**config.mk**
```make
export PLATFORM = sky130hd
export DESIGN_NAME = rf_sequencer
export DESIGN_NICKNAME = d
export VERILOG_FILES = /design/src/rtl/rf_seq_pkg.sv /design/src/rtl/rf_sequencer.sv
export SDC_FILE = /design/constraint.sdc
export NUM_CORES = 1
export LEC_CHECK = 0
export ABC_AREA = 1
export CAP_MARGIN = 5
export CORE_MARGIN = 2
export CORE_UTILIZATION = 30
export CTS_CLUSTER_DIAMETER = 50
export CTS_CLUSTER_SIZE = 8
export DETAILED_ROUTE_END_ITERATION = 8
export DONT_BUFFER_PORTS = 1
export GPL_ROUTABILITY_DRIVEN = 1
export HOLD_SLACK_MARGIN = 0.15
export SYNTH_ARGS = -nofsm -noshare
export SYNTH_HDL_FRONTEND = slang
export SYNTH_SLANG_ARGS = --single-unit
```
**constraint.sdc**
```tcl
create_clock -name clk -period 1.51 [get_ports clk]
set_clock_uncertainty 0.05 [all_clocks]
set_input_delay 0.453 -clock clk [delete_from_list [all_inputs] [get_ports clk]]
set_output_delay 0.453 -clock clk [all_outputs]
set_load 0.01 [all_outputs]
```
**src/rtl/rf_seq_pkg.sv**
```systemverilog
// Shared types and defaults for the register-file sequencer: FSM states,
// instruction opcodes and the default data/address widths.
package rf_seq_pkg;

  localparam int DATA_W_DEF = 8;
  localparam int ADDR_W_DEF = 4;
  localparam int FN_W       = 3;

  typedef enum logic [1:0] {
    ST_IDLE = 2'd0,
    ST_READ = 2'd1,
    ST_EXEC = 2'd2,
    ST_WB   = 2'd3
  } state_e;

  typedef enum logic [1:0] {
    OP_ALU = 2'b00,
    OP_LDI = 2'b01,
    OP_MOV = 2'b10,
    OP_NOP = 2'b11
  } op_e;

endpackage

```
**src/rtl/rf_sequencer.sv**
```systemverilog
// Multi-cycle instruction sequencer driving an external register file and
// combinational ALU: IDLE -> (READ -> (EXEC)) -> WB -> IDLE, one instruction at a time.
module rf_sequencer
  import rf_seq_pkg::*;
#(
  parameter int DATA_W = DATA_W_DEF,
  parameter int ADDR_W = ADDR_W_DEF
) (
  input  logic              clk,
  input  logic              reset,
  input  logic              instr_valid,
  output logic              instr_ready,
  input  logic [1:0]        instr_op,
  input  logic [FN_W-1:0]   instr_fn,
  input  logic [ADDR_W-1:0] instr_rd,
  input  logic [ADDR_W-1:0] instr_rs1,
  input  logic [ADDR_W-1:0] instr_rs2,
  input  logic [DATA_W-1:0] instr_imm,
  output logic [ADDR_W-1:0] RA1,
  output logic [ADDR_W-1:0] RA2,
  input  logic [DATA_W-1:0] data_out1,
  input  logic [DATA_W-1:0] data_out2,
  output logic [ADDR_W-1:0] WA,
  output logic [DATA_W-1:0] data_in,
  output logic              write_enable,
  output logic [DATA_W-1:0] alu_a,
  output logic [DATA_W-1:0] alu_b,
  output logic [FN_W-1:0]   alu_fn,
  input  logic [DATA_W-1:0] alu_result,
  output logic              done
);

  state_e              r_state;
  state_e              w_state_next;
  op_e                 r_op;
  logic [FN_W-1:0]     r_fn;
  logic [ADDR_W-1:0]   r_rd;
  logic [ADDR_W-1:0]   r_rs1;
  logic [ADDR_W-1:0]   r_rs2;
  logic [DATA_W-1:0]   r_opa;
  logic [DATA_W-1:0]   r_opb;
  logic [DATA_W-1:0]   r_result;
  logic                w_accept;
  op_e                 w_in_op;

  assign w_in_op  = op_e'(instr_op);
  assign w_accept = instr_valid && (r_state == ST_IDLE);

  always_ff @(posedge clk) begin
    if (reset) begin
      r_state <= ST_IDLE;
    end else begin
      r_state <= w_state_next;
    end
  end

  always_comb begin
    w_state_next = r_state;
    instr_ready  = 1'b0;
    done         = 1'b0;
    write_enable = 1'b0;
    case (r_state)
      ST_IDLE: begin
        instr_ready = 1'b1;
        if (w_accept) begin
          if (w_in_op == OP_ALU || w_in_op == OP_MOV) begin
            w_state_next = ST_READ;
          end else begin
            w_state_next = ST_WB;
          end
        end
      end
      ST_READ: begin
        w_state_next = (r_op == OP_ALU) ? ST_EXEC : ST_WB;
      end
      ST_EXEC: begin
        w_state_next = ST_WB;
      end
      ST_WB: begin
        done         = 1'b1;
        write_enable = (r_op != OP_NOP);
        w_state_next = ST_IDLE;
      end
      default: begin
        w_state_next = ST_IDLE;
      end
    endcase
  end

  // Instruction fields are captured only on the accept edge; the operand and
  // result registers then advance with the state, so rd may alias rs1/rs2.
  always_ff @(posedge clk) begin
    if (reset) begin
      r_op     <= OP_ALU;
      r_fn     <= '0;
      r_rd     <= '0;
      r_rs1    <= '0;
      r_rs2    <= '0;
      r_opa    <= '0;
      r_opb    <= '0;
      r_result <= '0;
    end else begin
      case (r_state)
        ST_IDLE: begin
          if (w_accept) begin
            r_op  <= w_in_op;
            r_fn  <= instr_fn;
            r_rd  <= instr_rd;
            r_rs1 <= instr_rs1;
            r_rs2 <= instr_rs2;
            if (w_in_op == OP_LDI) begin
              r_result <= instr_imm;
            end
          end
        end
        ST_READ: begin
          r_opa <= data_out1;
          r_opb <= data_out2;
          if (r_op == OP_MOV) begin
            r_result <= data_out1;
          end
        end
        ST_EXEC: begin
          r_result <= alu_result;
        end
        default: begin
        end
      endcase
    end
  end

  assign RA1     = r_rs1;
  assign RA2     = r_rs2;
  assign WA      = r_rd;
  assign data_in = r_result;
  assign alu_a   = r_opa;
  assign alu_b   = r_opb;
  assign alu_fn  = r_fn;

endmodule

```
# After elaboration in Yosys (flattened, before gate mapping)
# Index checks and enable logic that the tools add are counted.
totals:
  register_bits: 43
  in_bits: 52
  output_inout_bits: 42
  elab_cells: 38
classes:
  eq_ne: 10
  mux: 11
  reduce_logical: 8
ops:
  columns: ["op", "n"]
  rows:
  - ["$mux W8", 3]
  - ["$pmux W8 S3", 1]
  - ["$eq A2 B2 Y1 const B", 4]
  - ["$pmux W2 S4", 1]
  - ["$logic_not A2 Y1", 3]
  - ["$ne A2 B2 Y1 const B", 3]
  - ["$eq A2 B1 Y1 const B", 2]
  - ["$mux W1", 4]
  - ["$mux W2", 2]
  - ["$reduce_and A4 Y1", 1]
  - ["$reduce_bool A3 Y1", 1]
  - ["$ne A2 B1 Y1 const B", 1]
  - ["$reduce_and A2 Y1", 1]
  - ["$logic_and A1 B1 Y1", 1]
  - ["$logic_or A1 B1 Y1", 1]

# Logic depth before layout (Yosys ltp)
# Gate-level depths: netlist of the first run.
depth:
  word_depth: 5
  depth_mapped: 10
  ltp_nobuf: 8

# Worst setup path before layout of the first run
# No wires, ideal clock.
synth_path:
  path_kind: "register to register"
  startpoint: "reg r_state[0]"
  endpoint: "reg r_result[3], in the netlist data_in[3]"
  setup_ns: 0.113
  t_arrival_ns: 1.299
  t_required_ns: 1.347
  path_slack_ns: 0.048
  stages_incl_launch_ff: 9
  path_buffers: 2
  synth_period_minus_slack_ns: 1.462
  path_cell_list: "dfxtp_1 > inv_1 > ha_1 > buf_2 > buf_2 > nand2_1 > o21ai_0 > nor2_1 > nor2_1"
synth_between:
  elab_chain_len: 4
  elab_cells_between_ends: 10
  cone_classes: "5 x eq/ne; 1 x mux; 4 x reduce/logical"
synth_lines:
  columns: ["element", "line_no", "rtl"]
  rows:
  - ["start: declaration", "rf_sequencer.sv:33", "state_e r_state;"]
  - ["start signal: assignment", "rf_sequencer.sv:53", "r_state <= w_state_next;"]
  - ["$logic_not A2 Y1", "rf_sequencer.sv:47, rf_sequencer.sv:103", null]
  - ["$logic_and A1 B1 Y1", "rf_sequencer.sv:47", "assign w_accept = instr_valid && (r_state == ST_IDLE);"]
  - ["$ne A2 B2 Y1 (no line)", null, null]
  - ["$reduce_and A4 Y1 (no line)", null, null]
  - ["end signal: assignment", "rf_sequencer.sv:112", "r_result <= instr_imm;"]
  - ["end signal: assignment", "rf_sequencer.sv:120", "r_result <= data_out1;"]
  - ["end signal: assignment", "rf_sequencer.sv:124", "r_result <= alu_result;"]
  - ["end: declaration", "rf_sequencer.sv:42", "logic [DATA_W-1:0] r_result;"]
# Several ways; a longest one is shown, not always the timed one.
# A chain may end at the register's enable or synchronous reset.

# Worst setup path after layout of the first run
layout_path:
  startpoint: "reg r_state[0]"
  endpoint: "out write_enable"
layout_between:
  elab_chain_len: 2
layout_lines:
  columns: ["element", "line_no", "rtl"]
  rows:
  - ["$eq A2 B2 Y1", "rf_sequencer.sv:62", "case (r_state)"]
  - ["$mux W1", "rf_sequencer.sv:62", null]
  - ["end: declaration", "rf_sequencer.sv:25", "output logic write_enable,"]
# Every way passes these cells.

==> results of run 1 <==
==> cells in the mapped netlist, types with 2 or more instances <==
cell type	n	area share, %
ha_1	6	4.0
inv_1	23	4.6
buf_4	2	0.80
a21oi_1	12	3.2
o21ai_0	35	9.3
nand2_1	63	13
buf_6	3	1.8
buf_2	6	1.6
nor2_1	63	13
dfxtp_1	43	46
==> where the power goes <==
part	internal (µW)	switching, µW
clock	535	396
sequential	1500	405
combinational	758	1010
total	2790	1810
==> worst max path at each step <==
stage	depth (start not counted)	to	slack, ns
5_1_grt	3	write_enable	-0.15
3_5_place_dp	5	data_in[4]	-0.08
3_3_place_gp	5	data_in[4]	-0.04
4_1_cts	3	write_enable	-0.11
2_1_floorplan	8	data_in[3]	0.05
6_report	3	write_enable	-0.10
==> metal layers <==
metal / global-route usage [%] / up-vias / routed length (µm)
met5: 0 / - / 0
met1: 14.62 / 715 / 1916
li1: - / 840 / -
met3: 5.865 / 4 / 429
met4: 4.024 / 0 / 36
met2: 24.12 / 66 / 2304
==> cell type report <==
| class | instances | area [µm²] | share of cell area (%) |
|---|---|---|---|
| inverter | 24 | 92.59 | 4.118 |
| multi-input combinational | 185 | 887.1 | 39.45 |
| clock buffer | 6 | 82.58 | 3.673 |
| timing repair buffer | 18 | 188.9 | 8.403 |
| sequential | 43 | 868.3 | 38.62 |
| clock inverter | 2 | 35.03 | 1.558 |
| tap | 75 | 93.84 | 4.174 |
==> flip-flops by register name, summed over array words and instances, names as in the netlist <==
signal   count
r_state      2
RA2          4
alu_a        8
r_op         2
alu_fn       3
WA           4
data_in      8
alu_b        8
RA1          4
==> worst register-to-register path: stages (launching register included) <==
cell	delay, ns
dfxtp_4	0.37
buf_4	0.14
buf_4	0.13
ha_2	0.18
a21oi_2	0.12
nand3_2	0.11
buf_12	0.16
nor2_2	0.12
nor2_1	0.05
==> stage by stage <==
stage          util (%)  std cells  total power [µW]
2_1_floorplan         -        265              3032
3_3_place_gp      33.56        340              3449
3_5_place_dp      33.56        340              3491
4_1_cts           37.11        352              4600
5_1_grt           37.53        353              4982
6_report          37.53        353              4604
==> cells by family after synthesis <==
group / after synthesis / synth area share (%)
flip-flops: 43 / 45.84
buffers and inverters: 37 / 9.926
AO/OA/AOI/OAI: 50 / 13.66
multiplexers: 1 / 0.5330
AND/OR/NAND/NOR: 128 / 26.05
adder cells (fa/ha/maj): 6 / 3.997
==> repair_timing <==
action | CTS | global route
hold endpoints to repair | 1 | 6
pin swaps | 2 | 1
endpoints found under the setup margin | 14 | 28
setup buffers | 3 | 0
gates resized for setup | 21 | 14
hold buffers | 1 | 1
==> impl_metrics.env, run 1 <==
export IMPL_grt_overflow=0
export IMPL_clock_latency_ns=0.30
export IMPL_clock_sinks=43
export IMPL_ys_ff_latch=43
export IMPL_hold_class="input pin to register"
export IMPL_syn_area_mm2=0.001878
export IMPL_fin_nets=335
export IMPL_fin_tns_setup_ns=-0.2623
export IMPL_maxClockFrequency_mhz=619.7
export IMPL_grt_pass1_wl_um=7610
export IMPL_status="finished with violations"
export IMPL_worst_slack_ns=-0.1037
export IMPL_arrival_ns=1.11
export IMPL_path_cells="ha_4 -> a21boi_2 -> buf_4"
export IMPL_seq_area_frac_synth_pct=45.84
export IMPL_ir_worst_vdd_mv=0.7835
export IMPL_path_max_fanout=4
export IMPL_core_area_mm2=0.005991
export IMPL_layout_drive_gt1_share_pct=16.55
export IMPL_final_cell_mix="59 x nand2_1, 59 x nor2_1, 41 x dfxtp_1, 28 x o21ai_0, 21 x inv_1"
export IMPL_hold_start="reset"
export IMPL_via_count=1625
export IMPL_dpl_cell_area_mm2=0.002011
export IMPL_p_leak_uw=0.001018
export IMPL_post_place_ws_ns=-0.08059
export IMPL_dieHeight_um=83.12
export IMPL_firstDrtPassIters=4
export IMPL_worstSetupStartpointType="register"
export IMPL_diodes=0
export IMPL_n_fill_cell=652
export IMPL_htree_levels=2
export IMPL_slowest_delay_ns=0.37
export IMPL_syn_to_final_growth_pct=19.72
export IMPL_crit_slowest_cell="dfxtp_4"
export IMPL_start_util_pct=31.35
export IMPL_power_density_mw_per_mm2=2048
export IMPL_hold_viol_final=0
export IMPL_die_width_um=83.12
export IMPL_cpLargestDelayFamily="flip-flops"
export IMPL_grt_max_degree=20
export IMPL_hold_path_depth=1
export IMPL_yosys_warnings=0
export IMPL_drt_vias_per_instance=4.603
export IMPL_crit_path_end_kind="output port"
export IMPL_tightest_slew_ns=0.3395
export IMPL_hold_worst_slack_ns=0.1630
export IMPL_grt_pass1_vias=1639
export IMPL_hpwlAfterDp_um=3460
export IMPL_ant_nets=0
export IMPL_final_setup_viol_count=9
export IMPL_path_class="register to output port"
export IMPL_postSynthAreaPerCell_um2=7.087
export IMPL_min_period_ns=1.614
export IMPL_drc_errors=0
export IMPL_reg2reg_to="data_in[4]"
export IMPL_wl_per_cell_um=13.27
export IMPL_synthArstFlopShare_pct=0
export IMPL_place_gp_congestion=0.7346
export IMPL_syn_num_nets=323
export IMPL_grt_antenna_before_repair=0
export IMPL_wl_um=4686
export IMPL_cts_tree="done"
export IMPL_final_area_mm2=0.002248
export IMPL_cts_buffer_depth=2
export IMPL_path_clk_slew_ns=0.08
export IMPL_drt_iter0_markers=49
export IMPL_rsz0062_at_grt="yes"
export IMPL_track_usage_pct=13.60
export IMPL_synth_ff_type="dfxtp_1"
export IMPL_r2r_start="r_state[0]"
export IMPL_holdPathEnd="alu_a[3]"
export IMPL_cp_required_ns=1.01
export IMPL_r2r_slack_ns=-0.02
export IMPL_placementRows=28
export IMPL_num_io_pins=94
export IMPL_ff2ff_path_depth=8
export IMPL_cap_violations=0
export IMPL_die_area_mm2=0.006909
export IMPL_synth_edf_count=0
export IMPL_slew_viol_final=0
export IMPL_port_buffers=0
export IMPL_fin_crit_sh_pct=106.9
export IMPL_syn_inst=265
export IMPL_synth_cell_type_count=19
export IMPL_clockRootBuffer="clkbuf_8"
export IMPL_relSlewSlack_pct=77.34
export IMPL_cts_buffers=5
export IMPL_violations="negative setup slack"
export IMPL_cp_startpoint="r_state[0]"
export IMPL_critPathBufInv=1
(Power assumes the default switching activity.)
==> run 2: changes to the inputs <==
CORE_MARGIN = unset   (was 2)
==> run 2 against run 1 <==
Against the previous run:
- the run still ends with negative setup slack left
- clock power grew 14%
- highest routed layer unchanged
- clock-buffer cell count is the same
- sequential cell count is the same
- sequential share of layout area shrank 1.4 points
- critical path type unchanged
- via count shrank 0.37%
- worst setup slack gained 0.0028 ns
==> impl_metrics.env, run 2 (synthesized netlist as in run 1, its figures left out) <==
export IMPL_min_period_ns=1.611
export IMPL_die_area_mm2=0.006580
export IMPL_clock_latency_ns=0.29
export IMPL_worst_slack_ns=-0.1009
export IMPL_clock_sinks=43
export IMPL_place_gp_congestion=0.7037
export IMPL_crit_slowest_cell="dfxtp_4"
export IMPL_hold_start="data_out2[1]"
export IMPL_grt_antenna_before_repair=0
export IMPL_die_width_um=81.12
export IMPL_final_setup_viol_count=4
export IMPL_slowest_delay_ns=0.37
export IMPL_path_cells="ha_4 -> a21boi_2 -> buf_4"
export IMPL_path_clk_slew_ns=0.09
export IMPL_grt_pass1_wl_um=6920
export IMPL_firstDrtPassIters=4
export IMPL_hpwlAfterDp_um=3296
export IMPL_cts_buffer_depth=2
export IMPL_dp_cells=340
export IMPL_diodes=0
export IMPL_cts_tree="done"
export IMPL_placementRows=28
export IMPL_drt_iter0_markers=42
export IMPL_path_class="register to output port"
export IMPL_relSlewSlack_pct=80.00
export IMPL_clockRootBuffer="clkbuf_8"
export IMPL_n_fill_cell=626
export IMPL_cpLargestDelayFamily="flip-flops"
export IMPL_violations="negative setup slack"
export IMPL_ant_nets=0
export IMPL_grt_overflow=0
export IMPL_crit_path_end_kind="output port"
export IMPL_fin_crit_sh_pct=106.7
export IMPL_maxClockFrequency_mhz=620.8
export IMPL_p_leak_uw=0.001031
export IMPL_via_count=1619
export IMPL_drt_vias_per_instance=4.586
export IMPL_cap_violations=0
export IMPL_num_io_pins=94
export IMPL_track_usage_pct=14.08
export IMPL_post_place_ws_ns=-0.06813
export IMPL_worstSetupStartpointType="register"
export IMPL_grt_max_degree=35
export IMPL_start_util_pct=31.35
export IMPL_hold_class="input pin to register"
export IMPL_dieHeight_um=81.12
export IMPL_layout_drive_gt1_share_pct=19.78
export IMPL_layout_commonest_cell="nor2_1"
export IMPL_htree_levels=2
export IMPL_final_instance_count_excl_fill=353
export IMPL_core_area_mm2=0.005991
export IMPL_arrival_ns=1.11
export IMPL_fin_nets=335
export IMPL_cp_required_ns=1.01
export IMPL_hold_viol_final=0
export IMPL_path_max_fanout=3
export IMPL_slew_viol_final=0
export IMPL_power_density_mw_per_mm2=2130
export IMPL_status="finished with violations"
export IMPL_wl_per_cell_um=13.14
export IMPL_syn_to_final_growth_pct=24.32
export IMPL_critPathBufInv=1
export IMPL_cp_startpoint="r_state[0]"
export IMPL_ir_worst_vdd_mv=0.8043
export IMPL_tightest_slew_ns=0.2990
export IMPL_cts_buffers=5
export IMPL_grt_pass1_vias=1492
export IMPL_rsz0062_at_grt="yes"
export IMPL_final_cell_mix="56 x nor2_1, 52 x nand2_1, 41 x dfxtp_1, 34 x o21ai_0, 21 x inv_1"
export IMPL_drc_errors=0
export IMPL_r2r_start="r_state[0]"
export IMPL_wl_um=4638
export IMPL_port_buffers=0
[run 2: changes by cell type in the layout (fill, tap and decap cells not counted), moves of 2 or more]
cell     before  now
nor2_1       59   56
o21ai_1       8    2
nor2_4        0    2
buf_4        10    8
nand2_1      59   52
nand2_2       5    9
o21ai_0      28   34
nand2_4       0    3
[run 2: area by class of cell]
| cell class | instances | area (µm²) | share of cell area, % |
|---|---|---|---|
| repair buffers | 18 | 210.2 | 9.003 |
| multi-input cells | 185 | 937.1 | 40.14 |
| well taps | 75 | 93.84 | 4.019 |
| clock buffers | 6 | 72.57 | 3.108 |
| inverters | 24 | 92.59 | 3.966 |
| flip-flops and latches | 43 | 868.3 | 37.19 |
| clock inverters | 2 | 60.06 | 2.572 |
[run 2: through the flow]
stage	TNS, ns	util, %	power, µW	area, µm²	hold WS (ns)
after floorplan	0	-	3032	1878	0.3994
after global placement	-0.1316	33.56	3465	2011	0.4240
after detailed placement	-0.2604	33.56	3496	2011	0.4294
after CTS	-0.2778	36.63	4642	2195	0.1525
after global routing	-0.8841	38.97	5357	2335	0.2321
final	-0.2487	38.97	4972	2335	0.2415
[run 2: per-layer routing]
metal / global-route usage, % / vias up / routed length [µm]
met3: 5.618 / 6 / 432
li1: - / 837 / -
met2: 25.21 / 74 / 2193
met4: 4.286 / 0 / 44
met5: 0 / - / 0
met1: 15.06 / 702 / 1967
[run 2: report_power, final]
part | switching, µW | internal (µW)
combinational | 1130 | 882
sequential | 402 | 1500
clock | 394 | 661
total | 1930 | 3040
[run 2: what timing repair did]
item	4_1_cts	5_1_grt
hold buffers	1	1
gates resized for setup	11	34
gates cloned	0	1
buffers inserted	2	0
endpoints found under the setup margin	12	21
endpoints found under the hold margin	1	8
pin swaps	0	7
[run 2: worst paths after layout]
path,to,slack (ns),depth (start not counted)
hold / removal,alu_b[1],0.24,2
setup reg to reg,data_in[6],-0.02,8
hold reg to reg,r_op[0],0.46,2
setup / recovery,write_enable,-0.10,3
==> run 3: changes to the inputs <==
SLEW_MARGIN = 20   (was unset)
==> results of run 3 <==
Same layout as run 2: the final DEF is identical, and so are final timing and power.
